==> src/rtl/serial_uart_bridge_pkg.sv <==
// Shared definitions for the serial UART bridge: FSM state encoding and framing constants.
package serial_uart_bridge_pkg;

  typedef enum logic [1:0] {
    ST_IDLE  = 2'd0,
    ST_START = 2'd1,
    ST_DATA  = 2'd2,
    ST_STOP  = 2'd3
  } uart_state_e;

  localparam int unsigned DATA_BITS = 8;
  localparam int unsigned IDX_W     = 3;
  localparam logic        LINE_IDLE = 1'b1;

endpackage

==> src/rtl/serial_uart_bridge_byte_fifo.sv <==
// First-word fall-through byte FIFO; a push into a full FIFO is taken only alongside a pop.
module byte_fifo #(
  parameter int unsigned DEPTH = 4
) (
  input  logic       clock,
  input  logic       reset,
  input  logic       push,
  input  logic [7:0] push_data,
  input  logic       pop,
  output logic       full,
  output logic       empty,
  output logic [7:0] head
);

  localparam int unsigned AW = $clog2(DEPTH);
  localparam logic [AW:0] PTR_ONE = (AW+1)'(1);

  logic [AW:0] wr_ptr;
  logic [AW:0] rd_ptr;
  logic [7:0]  mem [DEPTH];
  logic        pop_ok;
  logic        push_ok;

  // Extra pointer bit tells full from empty when the index bits match.
  assign empty   = (wr_ptr == rd_ptr);
  assign full    = (wr_ptr[AW] != rd_ptr[AW]) && (wr_ptr[AW-1:0] == rd_ptr[AW-1:0]);
  assign pop_ok  = pop && !empty;
  assign push_ok = push && (!full || pop_ok);
  assign head    = mem[rd_ptr[AW-1:0]];

  always_ff @(posedge clock) begin
    if (reset) begin
      wr_ptr <= '0;
      rd_ptr <= '0;
    end else begin
      if (push_ok) wr_ptr <= wr_ptr + PTR_ONE;
      if (pop_ok)  rd_ptr <= rd_ptr + PTR_ONE;
    end
  end

  always_ff @(posedge clock) begin
    if (push_ok) mem[wr_ptr[AW-1:0]] <= push_data;
  end

endmodule

==> src/rtl/serial_uart_bridge.sv <==
// Processor-to-pin UART bridge: TX FIFO feeding an 8N1 serialiser, RX deserialiser feeding an RX FIFO.
module serial_uart_bridge
  import serial_uart_bridge_pkg::*;
#(
  parameter int unsigned CLKS_PER_BIT = 16,
  parameter int unsigned FIFO_DEPTH   = 4
) (
  input  logic       clock,
  input  logic       reset,
  input  logic [7:0] tx_data_in,
  input  logic       tx_wren_in,
  output logic       tx_ready_out,
  output logic [7:0] rx_data_out,
  output logic       rx_valid_out,
  input  logic       rx_rden_in,
  input  logic       uart_rx_in,
  output logic       uart_tx_out,
  output logic       rx_overrun_out,
  output logic       rx_frame_err_out
);

  localparam int unsigned      CNT_W     = $clog2(CLKS_PER_BIT);
  localparam logic [CNT_W-1:0] BIT_LAST  = CNT_W'(CLKS_PER_BIT - 1);
  localparam logic [CNT_W-1:0] HALF_LAST = CNT_W'(CLKS_PER_BIT / 2 - 1);
  localparam logic [CNT_W-1:0] CNT_ONE   = CNT_W'(1);
  localparam logic [IDX_W-1:0] IDX_LAST  = IDX_W'(DATA_BITS - 1);
  localparam logic [IDX_W-1:0] IDX_ONE   = IDX_W'(1);

  logic             tx_full;
  logic             tx_empty;
  logic [7:0]       tx_head;
  logic             tx_pop_c;
  uart_state_e      tx_state;
  logic [CNT_W-1:0] tx_cnt;
  logic [IDX_W-1:0] tx_idx;
  logic [7:0]       tx_shift;

  logic             rx_full;
  logic             rx_empty;
  logic [7:0]       rx_head;
  logic             rx_pop_c;
  logic             rx_push;
  logic             rx_meta;
  logic             rx_sync;
  uart_state_e      rx_state;
  logic [CNT_W-1:0] rx_cnt;
  logic [IDX_W-1:0] rx_idx;
  logic [7:0]       rx_shift;

  byte_fifo #(.DEPTH(FIFO_DEPTH)) u_tx_fifo (
    .clock     (clock),
    .reset     (reset),
    .push      (tx_wren_in),
    .push_data (tx_data_in),
    .pop       (tx_pop_c),
    .full      (tx_full),
    .empty     (tx_empty),
    .head      (tx_head)
  );

  byte_fifo #(.DEPTH(FIFO_DEPTH)) u_rx_fifo (
    .clock     (clock),
    .reset     (reset),
    .push      (rx_push),
    .push_data (rx_shift),
    .pop       (rx_pop_c),
    .full      (rx_full),
    .empty     (rx_empty),
    .head      (rx_head)
  );

  assign tx_ready_out = !tx_full;
  assign rx_valid_out = !rx_empty;
  assign rx_data_out  = rx_empty ? 8'h00 : rx_head;
  assign rx_pop_c     = rx_rden_in && !rx_empty;
  // Load the next byte when idle, or straight out of STOP so frames run back to back.
  assign tx_pop_c     = !tx_empty && ((tx_state == ST_IDLE) ||
                                      ((tx_state == ST_STOP) && (tx_cnt == '0)));

  // TX serialiser: the line level is a register updated at each bit boundary.
  always_ff @(posedge clock) begin
    if (reset) begin
      tx_state    <= ST_IDLE;
      tx_cnt      <= '0;
      tx_idx      <= '0;
      tx_shift    <= '0;
      uart_tx_out <= LINE_IDLE;
    end else begin
      case (tx_state)
        ST_IDLE: begin
          if (!tx_empty) begin
            tx_shift    <= tx_head;
            tx_cnt      <= BIT_LAST;
            uart_tx_out <= 1'b0;
            tx_state    <= ST_START;
          end
        end
        ST_START: begin
          if (tx_cnt == '0) begin
            tx_cnt      <= BIT_LAST;
            tx_idx      <= '0;
            uart_tx_out <= tx_shift[0];
            tx_state    <= ST_DATA;
          end else begin
            tx_cnt <= tx_cnt - CNT_ONE;
          end
        end
        ST_DATA: begin
          if (tx_cnt == '0) begin
            tx_cnt <= BIT_LAST;
            if (tx_idx == IDX_LAST) begin
              uart_tx_out <= LINE_IDLE;
              tx_state    <= ST_STOP;
            end else begin
              tx_idx      <= tx_idx + IDX_ONE;
              uart_tx_out <= tx_shift[tx_idx + IDX_ONE];
            end
          end else begin
            tx_cnt <= tx_cnt - CNT_ONE;
          end
        end
        ST_STOP: begin
          if (tx_cnt == '0) begin
            if (!tx_empty) begin
              tx_shift    <= tx_head;
              tx_cnt      <= BIT_LAST;
              uart_tx_out <= 1'b0;
              tx_state    <= ST_START;
            end else begin
              tx_state <= ST_IDLE;
            end
          end else begin
            tx_cnt <= tx_cnt - CNT_ONE;
          end
        end
        default: tx_state <= ST_IDLE;
      endcase
    end
  end

  // Two-flop synchroniser for the asynchronous RX pin.
  always_ff @(posedge clock) begin
    if (reset) begin
      rx_meta <= LINE_IDLE;
      rx_sync <= LINE_IDLE;
    end else begin
      rx_meta <= uart_rx_in;
      rx_sync <= rx_meta;
    end
  end

  // RX deserialiser: samples at mid-bit; the FIFO push lands one cycle after the stop sample.
  always_ff @(posedge clock) begin
    if (reset) begin
      rx_state         <= ST_IDLE;
      rx_cnt           <= '0;
      rx_idx           <= '0;
      rx_shift         <= '0;
      rx_push          <= 1'b0;
      rx_overrun_out   <= 1'b0;
      rx_frame_err_out <= 1'b0;
    end else begin
      rx_push <= 1'b0;
      if (rx_push && rx_full && !rx_pop_c) rx_overrun_out <= 1'b1;
      case (rx_state)
        ST_IDLE: begin
          if (!rx_sync) begin
            rx_cnt   <= HALF_LAST;
            rx_state <= ST_START;
          end
        end
        ST_START: begin
          if (rx_cnt == '0) begin
            if (rx_sync) begin
              rx_state <= ST_IDLE;
            end else begin
              rx_cnt   <= BIT_LAST;
              rx_idx   <= '0;
              rx_state <= ST_DATA;
            end
          end else begin
            rx_cnt <= rx_cnt - CNT_ONE;
          end
        end
        ST_DATA: begin
          if (rx_cnt == '0) begin
            rx_shift[rx_idx] <= rx_sync;
            rx_cnt           <= BIT_LAST;
            if (rx_idx == IDX_LAST) rx_state <= ST_STOP;
            else                    rx_idx   <= rx_idx + IDX_ONE;
          end else begin
            rx_cnt <= rx_cnt - CNT_ONE;
          end
        end
        ST_STOP: begin
          if (rx_cnt == '0) begin
            if (rx_sync) rx_push          <= 1'b1;
            else         rx_frame_err_out <= 1'b1;
            rx_state <= ST_IDLE;
          end else begin
            rx_cnt <= rx_cnt - CNT_ONE;
          end
        end
        default: rx_state <= ST_IDLE;
      endcase
    end
  end

endmodule

==> config.mk <==
export PLATFORM = sky130hd
export DESIGN_NAME = serial_uart_bridge
export DESIGN_NICKNAME = d
export VERILOG_FILES = /design/src/rtl/serial_uart_bridge_pkg.sv /design/src/rtl/serial_uart_bridge_byte_fifo.sv /design/src/rtl/serial_uart_bridge.sv
export SDC_FILE = /design/constraint.sdc
export NUM_CORES = 1
export LEC_CHECK = 0
export CELL_PAD_IN_SITES_DETAIL_PLACEMENT = 0
export CELL_PAD_IN_SITES_GLOBAL_PLACEMENT = 1
export CORE_MARGIN = 8
export CORE_UTILIZATION = 49
export CTS_CLUSTER_SIZE = 24
export DETAILED_ROUTE_END_ITERATION = 6
export DONT_BUFFER_PORTS = 1
export PLACE_DENSITY = 0.77
export SYNTH_ARGS = -nofsm -noshare
export SYNTH_HDL_FRONTEND = slang
export SYNTH_SLANG_ARGS = --single-unit
==> constraint.sdc <==
create_clock -name clock -period 2.7 [get_ports clock]
set_input_delay 0.54 -clock clock [delete_from_list [all_inputs] [get_ports clock]]
set_output_delay 0.54 -clock clock [all_outputs]
set_load 0.05 [all_outputs]
**Word level (Yosys, flattened, before mapping)**

Memories as Yosys holds them, arrays and structs flattened. A register that Yosys moved wholly into a read port is not among the register bits.
Index checks and enable logic that the tools add are counted.

- Flip-flop bits (word level): 52
- Bits in latches: 0
- Memory bits (writable): 64
- ROM bits: 0
- Bits of input ports: 13
- Output and inout bits: 13
- Memories: 2

Memory list:

| memory | depth | bits a word | rd ports | clocked after Yosys merged registers in | wr ports | RTL line | source |
|---|---|---|---|---|---|---|---|
| u_rx_fifo.mem | 4 | 8 | 1 | 1 | 1 | serial_uart_bridge_byte_fifo.sv:20 | `logic [7:0] mem [DEPTH];` |
| u_tx_fifo.mem | 4 | 8 | 1 | 1 | 1 | serial_uart_bridge_byte_fifo.sv:20 |  |

- $add $sub $neg: 8
- Multiply operators: 0
- Div/mod/pow operators: 0
- Order comparisons: 3
- Equality and inequality tests: 29
- Shifts and indexed selects: 0
- Muxes and demuxes: 57
- Bitwise gates (word level): 3
- Reductions and logical operators: 38

Operators by type and width:

| cell | number |
|---|---|
| $mux 4 | 8 |
| $mux 2 | 15 |
| $ne 2x2->1 const B | 13 |
| $mux 8 | 3 |
| $mux 3 | 7 |
| $add 3x1->3 const B | 6 |
| $pmux 2 s4 | 2 |
| $pmux 4 s4 | 1 |
| $pmux 8 s2 | 1 |
| $reduce_and 5->1 | 3 |
| $mux 1 | 13 |
| $logic_and 1x1->1 | 12 |
| $pmux 3 s2 | 2 |
| $pmux 4 s3 | 1 |
| $reduce_and 3->1 | 3 |
| $bwmux 8 | 1 |
| $eq 2x2->1 const B | 4 |
| $logic_not 4->1 | 2 |
| $lt 3x4->1 const B | 2 |
| $sub 4x1->4 const B | 2 |
| $eq 3x3->1 | 2 |
| $eq 3x3->1 const B | 2 |
| $reduce_bool 2->1 | 3 |
| $logic_not 1->1 | 5 |
| other kinds (16) | 25 |

**Depth between registers and ports, before layout**

Gate-level depths: netlist of run 1.

- Depth after elaboration: 9
- Depth in mapped cells: 8
- Mapped depth without buffers: 7

**Cells and area by module**

A second synthesis of run 1 with hierarchy kept.

- Cells, all modules: 445
- Area, all modules: 5644.2 um2

By module, submodules not included:

| module | instances | cells each | area each (um2) | seq. area each (um2) |
|---|---|---|---|---|
| byte_fifo | 2 | 97 | 1699.1 | 1121.1 |
| serial_uart_bridge | 1 | 251 | 2245.9 | 800.8 |

**Worst setup path after synthesis of run 1**

No wires, ideal clock.

- Path kind: reg2out
- Start: reg u_rx_fifo.wr_ptr[1]
- End: out rx_data_out[0]
- Arrival: 1.691 ns
- Required time: 2.160 ns
- Slack: 0.469 ns
- Stages on the path, launching flop included: 5
- Buffers on the path: 1
- Cell sequence: dfxtp_1 xnor2_1 nand3_1 clkbuf_1 and2_1

- Word-level cells in the longest chain between the ends: 2

Ends and longest elaborated chain:

| element | RTL line | source |
|---|---|---|
| start, declared | serial_uart_bridge_byte_fifo.sv:18 | `logic [AW:0] wr_ptr;` |
| start signal, assigned | serial_uart_bridge_byte_fifo.sv:36 | `if (push_ok) wr_ptr <= wr_ptr + PTR_ONE;` |
| $eq 3x3->1 | serial_uart_bridge_byte_fifo.sv:25 | `assign empty = (wr_ptr == rd_ptr);` |
| $mux 8 | serial_uart_bridge.sv:74 | `assign rx_data_out = rx_empty ? 8'h00 : rx_head;` |
| end, declared | serial_uart_bridge.sv:13 | `output logic [7:0] rx_data_out,` |

No other way between the ends.

==> impl_summary.txt, run 1 <==
----------------------------------------------------
[CTS]
  Number of sinks driven by the clock tree ... between 100 and 150
  Worst-skew pair later-pin latency ... 0.51 ns
  Post-CTS Setup Bufs ... 0
  CTS tree ... yes
  Clock transition at path regs ... ~0.05 ns
  Clk root buf ... clkbuf_8
  CTS max path bufs ... 2
  Number of buffers added by the clock tree synthesis step ... 17
  Max H-tree Level ... 4

[Cells and area]
  Share of post-route cells with drive strength above 1 ... 13.8%
  Final Util ... between 50 and 60%
  Reg area ... 3040 µm²
  Inserted Diodes ... 0
  Layout overhead on the synthesized area ... 13.0%
  Number of inserted filler cells in the final layout ... slightly above 900
  Total area of multi-input combinational cells ... about 2100 µm²
  Final #Nets ... roughly 470
  Cell area after layout ... 6040 µm²

[Worst setup path]
  Critical path required time ... 2.16 ns
  Dominant delay contributor by cell family on the critical path ... multiplexers
  FF-to-FF Start ... tx_cnt[0]
  Cell-by-cell listing of the critical path ... mux4_2 > and2_1
  Startpoint type of the worst setup path ... flip-flop
  Element type at the critical path end ... output port
  WP data arrival ... roughly 1.9 ns
  Worst setup path class ... reg2out
  Largest fanout of any net on the critical path ... 8
  Cell type of the slowest stage on the worst timing path ... mux4_2
  Critical path depth ... 2
  Worst flop-to-flop path endpoint ... u_tx_fifo.mem[3][5]
  R2R depth ... 7
  R2R setup slack ... around 0.56 ns
  Critical path buffers and inverters ... 0
  Slowest Stage Delay on Critical Path ... between 0.5 and 0.6 ns

[STA]
  Layout Skew ... roughly 0.0047 ns
  Max Transition Viols Final ... 0
  Period utilisation layout ... around 90%
  Final number of hold-violating endpoints ... 0
  Relative slew slack ... between 40% and 50%
  Unrepaired setup endpoints after global routing ... false
  Maximum frequency from static timing analysis ... 411 MHz
  Fin Setup TNS ... 0 ns
  Worst hold margin ... ~0.10 ns
  Worst Setup Slack, final ... between 0.2 and 0.3 ns
  Transition time at the pin with the least slew margin ... between 0.7 and 0.8 ns
  Time the final worst path needs with I/O delays and setup ... between 2 and 2.5 ns
  Final setup viols ... 0

[Run]
  Max-Cap Viols ... 0

[Yosys]
  Cell types occupying the most area after synthesis ... edfxtp_1 (36%), dfxtp_1 (21%), mux4_2 (7.2%)
  Post-synth cell types ... 53
  Warnings from Yosys ... 0
  Synth Instances ... between 400 and 500
  Mapped Nets ... approximately 470
  Multiplexer share of the synthesized area ... 11.3%
  Proportion of netlist area held by the largest area contributor ... 36.0%
  Portion of the post-synthesis area used by sequential elements ... 56.9%
  Most numerous cell in the Yosys netlist ... edfxtp_1
  Per-instance average area after synthesis ... between 10 and 15 µm²
  Parity-gate share of the synthesized area counting xor and xnor cells ... 2.29%
  Number of synthesized register bits ... 120
  Post-synth EDFFs ... 64
  Combined area of all synthesized cells ... 5350 µm²
  Predominant post-synthesis flop cell ... edfxtp_1
  Share of synthesized cell area in full adder, half adder and majority cells ... between 6 and 7%
  Ranking of synthesized cells by instance count ... edfxtp_1 (64), dfxtp_1 (56), nor2_1 (52)
  Compound-cell area share of the yosys netlist ... around 8.2%
  Combinational family with the most area after synthesis ... simple AND/OR/NAND/NOR gates
  Simple-gate share of the synthesized area ... 12.1%
  Biggest area consumer among synthesized cells ... edfxtp_1
  Share of synthesized registers carrying an async set or reset ... 0%

[Min path]
  Hold wc startpoint ... reset
  Worst min-delay path class ... in2reg
  Number of cells traversed by the worst hold path ... 1

[Floorplan]
  Initial cell density of the core ... between 40% and 50%
  Die height ... between 100 and 150 µm
  Floorplan die width ... around 120 µm
  Ports placed on the boundary ... 26
  Die Area ... between 10,000 and 15,000 µm²
  Core region area ... between 10,000 and 15,000 µm²
  Num rows ... 38

[Placed design]
  RD Place Congestion ... between 0.7 and 0.8
  # port buffers ... 0
  Setup slack after placement ... roughly 0.57 ns
  Half-perimeter wire length after detailed placement ... around 6300 µm
  Placement-stage cell area ... 5480 µm²

[Detailed routing]
  Number of nets with antenna violations after routing ... 0
  Routed via count divided by cell count ... between 5 and 6
  Wirelength, routed ... between 9000 and 10,000 µm
  Routed via count ... between 3,000 and 4,000
  Average wire length per cell after detail routing ... about 16 µm
  Detailed Route Iter0 Violations ... between 100 and 150
  Residual DRC ... 0
  Drt first pass iters ... 4

[Power and ir drop]
  Static leakage ... roughly 0.0022 µW
  Ratio of total power to cell area ... around 910 nW/µm²
  Design internal power ... 3980 µW
  Power share of the sequential group ... between 40% and 50%
  Comb power frac ... 19.7%
  Net Switching ... roughly 1500 µW
  Clock network fraction of total power ... a little under 40%
  Worst IR Drop VDD ... about 0.46 mV
  Switching share of power ... ~27%

[Global route]
  Residual overflow from global routing ... 0
  Via count of the first global-routing pass ... 3,201
  Global-route usage over all layers ... 14.0%
  Initial antenna violation count ... 0
  Largest net degree at the start of global routing ... 53
  Global-route wire length before repair ... 16,000 µm

[Status]
  Status ... finished clean

----------------------------------------------------
-- state kept, by name, indices dropped and copies added, names as in the netlist, 4 cells and up, named ones only --
register and cells:
u_rx_fifo.mem 32, tx_shift 8, rx_cnt 4, rx_shift 8, u_tx_fifo.mem 32, tx_cnt 4
-- cells by family after synthesis --
family	Yosys count
AOI/OAI and AO/OA	60
buffers and inverters	43
xor gates and xnor gates	14
muxes	39
DFF	120
and+or+nand+nor	128
adders and majority gates	26
-- worst reg2reg max path, stage by stage, from the launching register on --
cell and delay, ns:
dfxtp_1 0.34, inv_1 0.06, ha_1 0.21, nor3b_2 0.18, buf_4 0.16, a21o_1 0.19, o21a_2 0.23, and2_1 0.41
-- placed cells by master (no fill, tap or decap), types with 2 or more instances in the layout --
cell type	instances
and3_1	2
a21o_1	2
a31oi_1	2
or2_2	2
mux4_2	17
o21bai_1	2
and2_1	12
a211oi_1	3
edfxtp_1	64
clkinv_2	4
mux2i_1	22
o21ai_2	2
ha_1	26
nand3b_1	4
xnor2_1	8
clkinv_1	3
nor3_1	5
nand3_1	11
nor2b_1	3
nor4b_1	2
nand2b_1	2
buf_4	5
nor2_1	52
nor3b_1	5
nor3b_2	2
clkbuf_1	4
nand2_1	17
o221a_1	2
o21ai_0	6
a21oi_1	21
nand4_1	5
a41oi_1	2
xor2_1	6
o21ai_1	4
bufinv_16	3
inv_1	24
clkbuf_16	16
dfxtp_1	55
-- per-stage QoR --
stage | std cells | power, µW
finish | 588 | 5470
global route | 588 | 5760
CTS | 588 | 5540
detailed placement | 556 | 3380
global placement | 556 | 3360
floorplan | 430 | 3180
-- metal layers --
layer / share of wire [%] / vias to the layer above / GRT usage [%]
met5: 0 / - / 0
met2: 46 / 54 / 20.9
met4: 1.3 / 0 / 5.62
met3: 5.4 / 13 / 5.78
met1: 47 / 1556 / 17.8
li1: - / 1567 / -
-- final cells by class --
cell class,count,area share [%]
clock buffers,21,7.11
clock inverters,11,2.15
inverters,24,1.49
multi-input cells,267,35.3
flip-flops and latches,120,50.4
well taps,140,2.90
repair buffers,5,0.622
-- how the worst max path moves through the flow --
stage / end
finish: rx_data_out[7]
detailed placement: u_tx_fifo.mem[3][7]
floorplan: rx_data_out[0]
CTS: rx_data_out[4]
global placement: rx_data_out[5]
global route: rx_data_out[7]
-- what timing repair did --
| item | 4_1_cts | 5_1_grt |
|---|---|---|
| setup endpoints to repair | 0 | 8 |
| hold buffers | 0 | 0 |
| gates resized for setup | 0 | 1 |
-- power by group through the flow --
| stage | clock network [µW] | registers [µW] | logic, µW |
|---|---|---|---|
| after detailed placement | 0 | 2300 | 1080 |
| after floorplan | 0 | 2230 | 956 |
| after CTS | 2190 | 2260 | 1090 |
| after global routing | 2260 | 2290 | 1200 |
| final | 2130 | 2260 | 1080 |
| after global placement | 0 | 2290 | 1070 |
Note: power is estimated with default switching activity, not from simulation.
==> run 2, diff against run 1 <==
clock period = 2.8 ns   (was 2.7 ns; I/O delays follow)
==> impl_summary.txt, run 2 (same netlist as run 1, synthesis figures left out) <==
----------------------------------------------------
[CTS]
  Worst-skew pair later-pin latency ... 0.52 ns (was 0.51 ns)
  Clk root buf ... clkbuf_8 (unchanged)
  Post-CTS Setup Bufs ... 0 (unchanged)
  Number of buffers added by the clock tree synthesis step ... 17 (unchanged)
  CTS max path bufs ... 2 (unchanged)
  CTS tree ... yes (unchanged)
  Max H-tree Level ... 4 (unchanged)
  Number of sinks driven by the clock tree ... 120 (unchanged)
  Clock transition at path regs ... 0.06 ns (was 0.05 ns)

[Min path]
  Worst min-delay path class ... in2reg (unchanged)
  Hold wc startpoint ... reset (unchanged)
  Number of cells traversed by the worst hold path ... 1 (unchanged)

[Worst setup path]
  Element type at the critical path end ... output port (unchanged)
  R2R setup slack ... 0.59 ns (was 0.56 ns)
  WP data arrival ... 1.92 ns (was 1.89 ns)
  Worst flop-to-flop path endpoint ... u_tx_fifo.mem[3][7] (was u_tx_fifo.mem[3][5])
  Startpoint type of the worst setup path ... flip-flop (unchanged)
  Worst setup path class ... reg2out (unchanged)
  Largest fanout of any net on the critical path ... 8 (unchanged)
  R2R depth ... 6 (was 7)
  FF-to-FF Start ... tx_cnt[0] (unchanged)
  Critical path required time ... 2.24 ns (was 2.16 ns)

[Detailed routing]
  Average wire length per cell after detail routing ... 15.9 µm (was 16.0 µm)
  Number of nets with antenna violations after routing ... 0 (unchanged)
  Detailed Route Iter0 Violations ... 200 (was 134)
  Drt first pass iters ... 4 (unchanged)
  Wirelength, routed ... 9310 µm (was 9410 µm)
  Routed via count divided by cell count ... 5.40 (was 5.43)
  Routed via count ... 3,166 (was 3,190)
  Residual DRC ... 0 (unchanged)

[Cells and area]
  Commonest non-fill, non-tap cell in the layout ... edfxtp_1 (unchanged)
  Share of post-route cells with drive strength above 1 ... 14.1% (was 13.8%)
  Number of inserted filler cells in the final layout ... 908 (was 912)
  Most frequent cells in the layout ... edfxtp_1 (64), dfxtp_1 (55), nor2_1 (52) (unchanged)
  Cell area after layout ... 6060 µm² (was 6040 µm²)
  Final #Nets ... 472 (was 474)
  Inserted Diodes ... 0 (unchanged)
  Reg area ... 3040 µm² (unchanged)
  Final Util ... 56.4% (was 56.2%)
  Layout overhead on the synthesized area ... 13.4% (was 13.0%)
  Total area of multi-input combinational cells ... 2130 µm² (unchanged)

[Global route]
  Residual overflow from global routing ... 0 (unchanged)
  Via count of the first global-routing pass ... 3,094 (was 3,201)
  Global routing met3 resource utilization ... 5.73% (was 5.78%)
  Global-route usage over all layers ... 14.0% (about the same)
  Met2 layer usage reported by global route ... 20.9% (unchanged)
  Routing layer with the top usage in global route ... met2 (unchanged)
  Initial antenna violation count ... 0 (unchanged)
  Global-route wire length before repair ... 15,700 µm (was 16,000 µm)
  Largest net degree at the start of global routing ... 53 (unchanged)
  Global-route track usage on met1 ... 17.3% (was 17.8%)

[STA]
  Transition time at the pin with the least slew margin ... 0.775 ns (was 0.757 ns)
  Maximum frequency from static timing analysis ... about 400 MHz
  Final setup viols ... 0 (unchanged)
  Final number of hold-violating endpoints ... 0 (unchanged)
  Worst hold margin ... 0.0997 ns (was 0.100 ns)
  Layout Skew ... 0.00614 ns (was 0.00466 ns)
  Worst Setup Slack, final ... 0.324 ns (was 0.266 ns)
  Fin Setup TNS ... 0 ns (unchanged)
  Relative slew slack ... 48.1% (was 49.3%)
  Time the final worst path needs with I/O delays and setup ... roughly 2.5 ns
  Period utilisation layout ... between 80% and 90%
  Max Transition Viols Final ... 0 (unchanged)
  Unrepaired setup endpoints after global routing ... false (unchanged)

[Floorplan]
  Die Area ... 14,500 µm² (unchanged)
  Num rows ... 38 (unchanged)
  Ports placed on the boundary ... 26 (unchanged)
  Floorplan die width ... 120 µm (unchanged)
  Die height ... 120 µm (unchanged)
  Initial cell density of the core ... 49.7% (unchanged)
  Core region area ... 10,700 µm² (unchanged)

[Run]
  Max-Cap Viols ... 0 (unchanged)

[Power and ir drop]
  Worst IR Drop VDD ... 0.562 mV (was 0.456 mV)
  Ratio of total power to cell area ... 889 nW/µm² (was 905 nW/µm²)
  Static leakage ... 0.00223 µW (about the same)

[Placed design]
  Setup slack after placement ... 0.591 ns (was 0.570 ns)
  RD Place Congestion ... 0.759 (was 0.767)
  Placement-stage cell area ... 5460 µm² (was 5480 µm²)
  Half-perimeter wire length after detailed placement ... 6430 µm (was 6310 µm)
  # port buffers ... 0 (unchanged)

[Status]
  Status ... finished clean (unchanged)

----------------------------------------------------
run 2: layout make-up:
cell class / count / share of cell area, %
inverters: 24 / 1.49
clock buffers: 17 / 6.83
flip-flops and latches: 120 / 50.2
multi-input cells: 267 / 35.2
repair buffers: 3 / 0.372
clock inverters: 15 / 2.99
well taps: 140 / 2.89
run 2: metal layers:
layer	routed length, µm	part of all wire [%]	up-vias
li1	-	-	1567
met1	4360	47	1536
met2	4290	46	53
met3	517	5.6	10
met4	144	1.5	0
met5	0	0	-
run 2: what timing repair did:
item,4_1_cts,5_1_grt
hold buffers,0,0
resized for setup,0,1
setup endpoints to repair,0,1
run 2: per-stage QoR:
step	power, µW	std cells
after floorplan	3070	430
after global placement	3220	554
after detailed placement	3230	554
after CTS	5440	586
after global routing	5660	586
final	5390	586
run 2: worst max path at each step:
stage / to / cells past startpoint / slack, ns
floorplan: rx_data_out[0] / 4 / 0.55
detailed placement: u_tx_fifo.mem[3][7] / 6 / 0.59
finish: rx_data_out[7] / 2 / 0.32
global route: rx_data_out[7] / 2 / 0.22
global placement: u_tx_fifo.mem[3][5] / 6 / 0.68
CTS: rx_data_out[7] / 2 / 0.06
run 2: worst max-delay path, stage by stage (launching register included):
cell and delay (ns):
dfxtp_2 0.50, mux4_2 0.55, and2_1 0.35
run 2: where the power goes:
part           total (µW)  internal (µW)  switching, µW
clock                2180           1430            757
sequential           2180           2000            174
combinational        1030            483            545
